`config.mk`:
```
export PLATFORM = sky130hd
export DESIGN_NAME = uart_rx_fsm
export DESIGN_NICKNAME = d
export VERILOG_FILES = /design/src/rtl/uart_rx_pkg.sv /design/src/rtl/uart_rx_baud_counter.sv /design/src/rtl/uart_rx_fsm.sv
export SDC_FILE = /design/constraint.sdc
export NUM_CORES = 1
export LEC_CHECK = 0
export BUFFER_PORTS_ARGS = -buffer_cell sky130_fd_sc_hd__buf_2
export CAP_MARGIN = 15
export CORE_UTILIZATION = 58
export CTS_CLUSTER_DIAMETER = 150
export DETAILED_ROUTE_END_ITERATION = 12
export PLACE_DENSITY = 0.79
export SKIP_CTS_REPAIR_TIMING = 1
export SLEW_MARGIN = 20
export SYNTH_ARGS = -nofsm -noshare
export SYNTH_HDL_FRONTEND = slang
export SYNTH_HIERARCHICAL = 1
export SYNTH_SLANG_ARGS = --single-unit
```
`constraint.sdc`:
```
create_clock -name clk -period 8.8 [get_ports clk]
set_input_delay 1.76 -clock clk [delete_from_list [all_inputs] [get_ports clk]]
set_output_delay 1.76 -clock clk [all_outputs]
set_load 0.03 [all_outputs]
```
`src/rtl/uart_rx_pkg.sv`:
```
// uart_rx_pkg
// Shared types and constants for the UART receive engine.
//   uart_rx_state_t : receiver FSM state encoding
//   UART_CNT_W      : width of the bit-period counter and clk_div
//   UART_DATA_BITS  : frame payload width
//   UART_MIN_DIV    : smallest usable clocks-per-bit value
package uart_rx_pkg;

    localparam int UART_CNT_W     = 16;
    localparam int UART_DATA_BITS = 8;
    localparam int UART_MIN_DIV   = 2;

    typedef enum logic [2:0] {
        ST_IDLE,
        ST_START,
        ST_DATA,
        ST_PARITY,
        ST_STOP,
        ST_BREAK
    } uart_rx_state_t;

endpackage

```
`src/rtl/uart_rx_baud_counter.sv`:
```
// uart_rx_baud_counter
// Bit-period down-counter for the UART receiver.
//   clk, reset_n : clock, async active-low reset
//   en           : count enable (decrements while nonzero)
//   load         : load load_val this cycle (wins over en)
//   load_val     : value to load
//   rx_clks      : current count
//   tick         : rx_clks == 0, i.e. this cycle is a sample point
module uart_rx_baud_counter
    import uart_rx_pkg::*;
#(
    parameter int CNT_W = UART_CNT_W
) (
    input  logic             clk,
    input  logic             reset_n,
    input  logic             en,
    input  logic             load,
    input  logic [CNT_W-1:0] load_val,
    output logic [CNT_W-1:0] rx_clks,
    output logic             tick
);

    logic [CNT_W-1:0] rx_clks_q;
    logic [CNT_W-1:0] rx_clks0;

    // Decrement carry chain
    assign rx_clks0 = rx_clks_q - CNT_W'(1);
    assign tick     = (rx_clks_q == '0);
    assign rx_clks  = rx_clks_q;

    always_ff @(posedge clk or negedge reset_n) begin
        if (!reset_n) begin
            rx_clks_q <= '0;
        end else if (load) begin
            rx_clks_q <= load_val;
        end else if (en && !tick) begin
            rx_clks_q <= rx_clks0;
        end
    end

endmodule

```
`src/rtl/uart_rx_fsm.sv`:
```
// uart_rx_fsm
// UART receive engine: start-bit detection, mid-bit sampling, LSB-first
// byte assembly, and a valid/ready output with frame/parity/overrun flags.
// Build option: define UART_RX_PARITY_EN to add one even-parity bit per frame.
//   clk, reset_n : clock, async active-low reset
//   rx           : synchronised serial line, idle high
//   clk_div      : clocks per bit (values < 2 behave as 2), latched at start bit
//   data_out     : last received byte
//   valid/ready  : output handshake
//   frame_err    : stop bit of data_out byte was 0
//   parity_err   : parity mismatch on data_out byte (0 without parity build)
//   overrun      : sticky, a byte was overwritten while valid was high
module uart_rx_fsm
    import uart_rx_pkg::*;
#(
    parameter int DATA_BITS = UART_DATA_BITS,
    parameter int CNT_W     = UART_CNT_W
) (
    input  logic             clk,
    input  logic             reset_n,
    input  logic             rx,
    input  logic [CNT_W-1:0] clk_div,
    output logic [7:0]       data_out,
    output logic             valid,
    input  logic             ready,
    output logic             frame_err,
    output logic             parity_err,
    output logic             overrun
);

    uart_rx_state_t   state_q;
    logic [CNT_W-1:0] div_q;
    logic [CNT_W-1:0] div_clamped;
    logic [CNT_W-1:0] load_val;
    logic [CNT_W-1:0] rx_clks;
    logic [2:0]       bit_idx_q;
    logic [7:0]       shift_q;
    logic [7:0]       data_out_q;
    logic             valid_q;
    logic             frame_err_q;
    logic             overrun_q;
    logic             tick;
    logic             cnt_en;
    logic             cnt_load;
    logic             start_det;
    logic             samp;
    logic             accept;
`ifdef UART_RX_PARITY_EN
    logic             par_err_q;
    logic             parity_err_q;
`endif

    assign div_clamped = (clk_div < CNT_W'(UART_MIN_DIV)) ? CNT_W'(UART_MIN_DIV) : clk_div;
    assign start_det   = (state_q == ST_IDLE) && !rx;
    // Counter frozen in IDLE and BREAK; every other state samples on tick.
    assign cnt_en      = (state_q != ST_IDLE) && (state_q != ST_BREAK);
    assign samp        = cnt_en && tick;
    assign cnt_load    = start_det || samp;
    // First load lands the START sample at mid-bit; later loads are full periods.
    assign load_val    = start_det ? ((div_clamped >> 1) - CNT_W'(1)) : (div_q - CNT_W'(1));
    assign accept      = valid_q && ready;

    uart_rx_baud_counter #(.CNT_W(CNT_W)) u_baud (
        .clk      (clk),
        .reset_n  (reset_n),
        .en       (cnt_en),
        .load     (cnt_load),
        .load_val (load_val),
        .rx_clks  (rx_clks),
        .tick     (tick)
    );

    // The FSM only needs tick; the raw count is kept for observability.
    logic unused_rx_clks;
    assign unused_rx_clks = ^rx_clks;

    always_ff @(posedge clk or negedge reset_n) begin
        if (!reset_n) begin
            state_q     <= ST_IDLE;
            div_q       <= '0;
            bit_idx_q   <= '0;
            shift_q     <= '0;
            data_out_q  <= '0;
            valid_q     <= 1'b0;
            frame_err_q <= 1'b0;
            overrun_q   <= 1'b0;
`ifdef UART_RX_PARITY_EN
            par_err_q    <= 1'b0;
            parity_err_q <= 1'b0;
`endif
        end else begin
            // Consumption; a byte landing this cycle overrides below.
            if (accept) begin
                valid_q   <= 1'b0;
                overrun_q <= 1'b0;
            end
            case (state_q)
                ST_IDLE: begin
                    if (!rx) begin
                        div_q   <= div_clamped;
                        state_q <= ST_START;
                    end
                end
                ST_START: begin
                    if (tick) begin
                        bit_idx_q <= '0;
                        state_q   <= rx ? ST_IDLE : ST_DATA;
                    end
                end
                ST_DATA: begin
                    if (tick) begin
                        shift_q[bit_idx_q] <= rx;
                        bit_idx_q          <= bit_idx_q + 3'd1;
                        if (bit_idx_q == 3'(DATA_BITS - 1)) begin
`ifdef UART_RX_PARITY_EN
                            state_q <= ST_PARITY;
`else
                            state_q <= ST_STOP;
`endif
                        end
                    end
                end
`ifdef UART_RX_PARITY_EN
                ST_PARITY: begin
                    if (tick) begin
                        // Even parity: the parity bit equals the XOR of the data.
                        par_err_q <= rx ^ (^shift_q);
                        state_q   <= ST_STOP;
                    end
                end
`endif
                ST_STOP: begin
                    if (tick) begin
                        data_out_q  <= shift_q;
                        frame_err_q <= !rx;
                        valid_q     <= 1'b1;
`ifdef UART_RX_PARITY_EN
                        parity_err_q <= par_err_q;
`endif
                        if (valid_q && !ready) begin
                            overrun_q <= 1'b1;
                        end
                        // Leaving mid-stop-bit re-arms start detection early.
                        state_q <= rx ? ST_IDLE : ST_BREAK;
                    end
                end
                ST_BREAK: begin
                    if (rx) begin
                        state_q <= ST_IDLE;
                    end
                end
                default: state_q <= ST_IDLE;
            endcase
        end
    end

    assign data_out  = data_out_q;
    assign valid     = valid_q;
    assign frame_err = frame_err_q;
    assign overrun   = overrun_q;
`ifdef UART_RX_PARITY_EN
    assign parity_err = parity_err_q;
`else
    assign parity_err = 1'b0;
`endif

endmodule

```
# Yosys cells after proc, flatten, opt, wreduce, memory -nomap -nowiden
# Cells that the tools add are included.
# W data, S select, Z words.
# classes
n_addsub,4
order_cmp,3
n_eq_ne,12
muxes,26
bitwise_logic,1
reduce_logical,21
# ops
operator,n
$mux W16,4
$sub A16 B1 Y16 const B,2
$mux W3,9
$logic_not A16 Y1,1
$lt A16 B2 Y1 const B,1
$sub A15 B1 Y16 const B,1
$pmux W3 S5,1
$ne A2 B2 Y1 const B,6
$eq A3 B3 Y1 const B,3
$bwmux W8,1
$mux W1,8
$logic_and A1 B1 Y1,7
$pmux W3 S2,1
$reduce_and A2 Y1,3
$reduce_and A6 Y1,1
$lt A3 B4 Y1 const B,1
$reduce_bool A2 Y1,2
$add A3 B1 Y3 const B,1
$demux W1 S3,1
$eq A3 B1 Y1 const B,1
$eq A3 B2 Y1 const B,1
$ge A3 B1 Y1 const B,1
$logic_not A1 Y1,3
$logic_not A3 Y1,1
6 further kinds,6
# totals
register_bits,57
output_inout_bits,12

# Depth between registers and ports, before layout
# depth
word_depth,5
depth_mapped,14
ltp_nobuf,12

# Hierarchy
# The synthesis kept the hierarchy.
# modules_own_cells
mod,instances,cells_per_inst,area_per_inst_um2
uart_rx_fsm,1,285,2431.1
uart_rx_baud_counter,1,124,1046.0

# Worst setup path after synthesis
# Ideal clock, no wire load.
# synth_path
kind,input to register
start,input rx
end,"register u_baud.rx_clks_q[12], in the netlist u_baud/rx_clks[12]"
arrival_time_ns,4.475
required_time_ns,8.718
setup_slack_ns,4.243
cell_stages,13
path_cell_list,nor4_2 > buf_2 > buf_1 > buf_1 > o22ai_1 > ha_1 > nor3b_1 > mux2i_1 > nor3_1 > xnor2_1 > mux2i_1 > nor2_1 > a31oi_1
# synth_between
elab_chain_cells,4
elab_cells_between_ends,6
# synth_rtl
element,line_no,text
start: declaration,uart_rx_fsm.sv:21,"input logic rx,"
$logic_not A1 Y1,uart_rx_fsm.sv:54,assign start_det = (state_q == ST_IDLE) && !rx;
$logic_and A1 B1 Y1,uart_rx_fsm.sv:54,
$mux W16,uart_rx_fsm.sv:60,assign load_val = start_det ? ((div_clamped >> 1) - CNT_W'(1)) : (div_q - CNT_W'(1));
via load_val[12],uart_rx_fsm.sv:34,logic [CNT_W-1:0] load_val;
$mux W16,uart_rx_baud_counter.sv:34,end else if (load) begin
end signal: assignment,uart_rx_baud_counter.sv:35,rx_clks_q <= load_val;
end signal: assignment,uart_rx_baud_counter.sv:37,rx_clks_q <= rx_clks0;
end: declaration,uart_rx_baud_counter.sv:23,logic [CNT_W-1:0] rx_clks_q;
# The timed path passes the listed nets, and every way through them passes these cells.
# A chain may end at the register's enable or synchronous reset.

# Final worst setup path
# layout_path
start,input clk_div[11]
end,"register u_baud.rx_clks_q[12], in the netlist u_baud/rx_clks[12]"
# layout_between
elab_chain_cells,5
# layout_rtl
element,line_no,text
start: declaration,uart_rx_fsm.sv:22,"input logic [CNT_W-1:0] clk_div,"
$lt A16 B2 Y1,uart_rx_fsm.sv:53,assign div_clamped = (clk_div < CNT_W'(UART_MIN_DIV)) ? CNT_W'(UART_MIN_DIV) : clk_div;
$mux W16 *,uart_rx_fsm.sv:53,
$sub A15 B1 Y16 *,uart_rx_fsm.sv:60,
$mux W16 *,uart_rx_fsm.sv:60,
via load_val[12],uart_rx_fsm.sv:34,
$mux W16 *,uart_rx_baud_counter.sv:34,
# Mark *: on every way through the listed nets, which the timed path passes. The rest lies on a longest branch.

==> impl_metrics.env <==
export IMPL_outcome="complete, no violations"
export IMPL_p_leak_nw=1.741
export IMPL_remaining_drc_errors=0
export IMPL_grt_pass1_vias=2880
export IMPL_synth_cell_types=57
export IMPL_synth_area_mm2=0.003477
export IMPL_insertedDiodeCount=0
export IMPL_io_buffers=30
export IMPL_rows=27
export IMPL_cellPowerDensity_mw_per_mm2=242.0
export IMPL_grt_usage_pct=27.20
export IMPL_tightest_slew_ns=1.024
export IMPL_cts_tree="yes"
export IMPL_yosysTopAreaCell="dfrtp_1"
export IMPL_reg2reg_depth=10
export IMPL_synth_async_sr_flop_share_pct=100.0
export IMPL_pin_count=32
export IMPL_max_slew_margin_pct=31.76
export IMPL_skew_ns=0.009670
export IMPL_fp_dieW_um=79.43
export IMPL_cts_max_level=3
export IMPL_startpoint_type="input pin"
export IMPL_fin_hold_ws_ns=0.4707
export IMPL_synth_area_leaders="dfrtp_1 (41%), nand2_1 (9.4%), nor2_1 (3.5%)"
export IMPL_end_kind="flip-flop"
export IMPL_drt_pass1_iterations=4
export IMPL_start_util_pct=61.63
export IMPL_grt_pass1_wl_um=13190
export IMPL_timing_fmax_ghz=0.1981
export IMPL_dp_hpwl_um=5295
export IMPL_dp_slack_ns=3.455
export IMPL_avgSynthCellArea_um2=8.501
export IMPL_irDropWorstVdd_mv=0.1390
export IMPL_first_iter_violations=227
export IMPL_syn_to_final_growth_pct=11.08
export IMPL_max_cap_viol_count=0
export IMPL_seq_area_mm2=0.001426
export IMPL_whs_endpoint="data_out[6]$_DFFE_PN0P_"
export IMPL_antenna_found_initial=0
export IMPL_final_period_utilization_pct=57.38
export IMPL_fin_setup_tns_ns=0
export IMPL_gp_congestion=0.8416
export IMPL_yosysWarningCount=6
export IMPL_drt_wl_total_um=7617
export IMPL_startpoint="clk_div[11]"
export IMPL_die_area_mm2=0.006308
export IMPL_clk_pin_slew_ns=0.07
export IMPL_maxSlewViolCount=0
export IMPL_netlist_instances=409
export IMPL_synth_seq_cells=57
export IMPL_numCtsBuffers=9
export IMPL_syn_nets=433
export IMPL_layout_drive_gt1_share_pct=15.33
export IMPL_seq_area_frac_synth_pct=41.02
export IMPL_viasPerCell=6.049
export IMPL_nets=456
export IMPL_die_y_um=79.43
export IMPL_hold_viol_final=0
export IMPL_core_area_mm2=0.005642
export IMPL_timing_rr_end="u_baud/rx_clks[12]$_DFFE_PN0P_"
export IMPL_finalPower_w=0.0009348
export IMPL_crit_fanout=10
export IMPL_via_count=3079
export IMPL_ys_flop_type="dfrtp_1"
export IMPL_required_ns=9.06
export IMPL_wl_per_cell_um=14.96
export IMPL_cts_root_buf="clkbuf_8"
export IMPL_synth_top_cell_area_share_pct=41.02
export IMPL_nFillCells=447
export IMPL_overflow=0
export IMPL_setup_violations=0
export IMPL_crit_reg2reg_launch="state_q[0]$_DFFE_PN0P_"
export IMPL_multiInputGateArea_mm2=0.001912
export IMPL_rsz0062_at_grt="no"
export IMPL_fin_crit_ns=5.049
export IMPL_arrival_ns=5.31
export IMPL_r2r_slack_ns=5.13
export IMPL_clk_latency_ns=0.35
export IMPL_worst_setup_path_type="input pin to flip-flop"
export IMPL_ant_nets=0
export IMPL_worstHoldPathType="flip-flop to flip-flop"
export IMPL_layout_setup_ws_ns=3.751
export IMPL_grt_max_degree=58
export IMPL_hold_start="data_out[6]$_DFFE_PN0P_"
export IMPL_hold_depth=2
export IMPL_clock_sinks=57
export IMPL_clockBufferDepth=2
export IMPL_synth_edf_count=0
synthesized netlist by cell type, types with 4 or more instances:
library cell	instances
a21oi_1	16
o31ai_1	5
mux2_2	9
nor3b_1	7
or4_1	7
inv_1	13
dfrtp_1	57
nand2_1	87
a31oi_1	10
or3_1	8
xnor2_1	11
nor2_1	32
nand4_1	4
ha_1	4
clkbuf_1	13
mux2i_1	8
xor2_1	4
nor4_1	11
o21ai_0	19
and2_1	6
nor3_1	18
flip-flops by register name, indices dropped and copies added, names as in the netlist, named ones only:
signal	cells
valid	1
state_q	3
frame_err	1
bit_idx_q	3
div_q	16
shift_q	8
data_out	8
u_baud/rx_clks	16
cell families after synthesis:
kind of cell / count (synthesis) / share of synthesized area, %
flops: 57 / 41.02
simple gates: 207 / 30.48
fa+ha+maj: 4 / 1.439
buf+inv: 33 / 4.246
other cells: 1 / 0.1078
mux: 17 / 5.218
compound gates: 75 / 13.71
xor+xnor: 15 / 3.778
per-layer routing:
metal | up-vias | wire length [um] | track usage (%)
met3 | 13 | 413 | 4.000
met2 | 104 | 3435 | 40.68
li1 | 1501 | - | -
met5 | - | 0 | 0
met1 | 1461 | 3610 | 38.78
met4 | 0 | 157 | 12.55
where the power goes:
group / total [W] / leakage [nW] / switching (W) / internal, W
clock network: 0.000277 / 0.113 / 0.000110 / 0.000167
logic: 0.000255 / 0.902 / 0.000141 / 0.000114
registers: 0.000403 / 0.726 / 0.0000832 / 0.000320
total: 0.000935 / 1.74 / 0.000335 / 0.000600
critical path, stage by stage:
cell and delay (ns):
buf_2 0.13, nor4_1 0.54, nand3_1 0.33, o41ai_1 0.56
o22ai_1 0.23, ha_1 0.27, nor3b_1 0.15, mux2i_1 0.62
nor3_1 0.14, xnor2_1 0.16, mux2i_1 0.18, nor2_1 0.06
a31oi_1 0.18
metrics by stage:
stage | utilization, % | area, um^2 | instances
finish | 68.46 | 3862 | 509
global route | 68.46 | 3862 | 509
CTS | 68.46 | 3862 | 509
detailed placement | 64.56 | 3642 | 493
global placement | 64.56 | 3642 | 493
floorplan | - | 3477 | 409
cell type report:
type / count / share of cell area, %
clock buffers: 11 / 3.661
clock inverters: 5 / 2.041
inverters: 13 / 1.263
multi-input cells: 319 / 49.50
flip-flops and latches: 57 / 36.93
well taps: 72 / 2.332
repair buffers: 32 / 4.276
worst max-delay path by stage:
stage                                           to  slack, ns  depth (start not counted)
global route        u_baud/rx_clks[12]$_DFFE_PN0P_       3.49                         13
detailed placement  u_baud/rx_clks[12]$_DFFE_PN0P_       3.46                         13
CTS                 u_baud/rx_clks[12]$_DFFE_PN0P_       3.81                         13
floorplan           u_baud/rx_clks[12]$_DFFE_PN0P_       4.24                         13
finish              u_baud/rx_clks[12]$_DFFE_PN0P_       3.75                         13
global placement    u_baud/rx_clks[12]$_DFFE_PN0P_       3.81                         13
placed cells by master (no fill, tap or decap), types with 4 or more instances in the layout:
cell,instances
a21oi_1,16
a31oi_1,10
and2_1,6
buf_2,30
clkbuf_8,10
dfrtp_1,57
ha_1,4
inv_1,13
mux2_2,9
mux2i_1,8
nand2_1,87
nand4_1,4
nor2_1,32
nor3_1,18
nor3b_1,7
nor4_1,11
o21ai_0,19
o31ai_1,5
or3_1,8
or4_1,7
xnor2_1,11
xor2_1,4
Note: power is estimated with default switching activity, not from simulation.
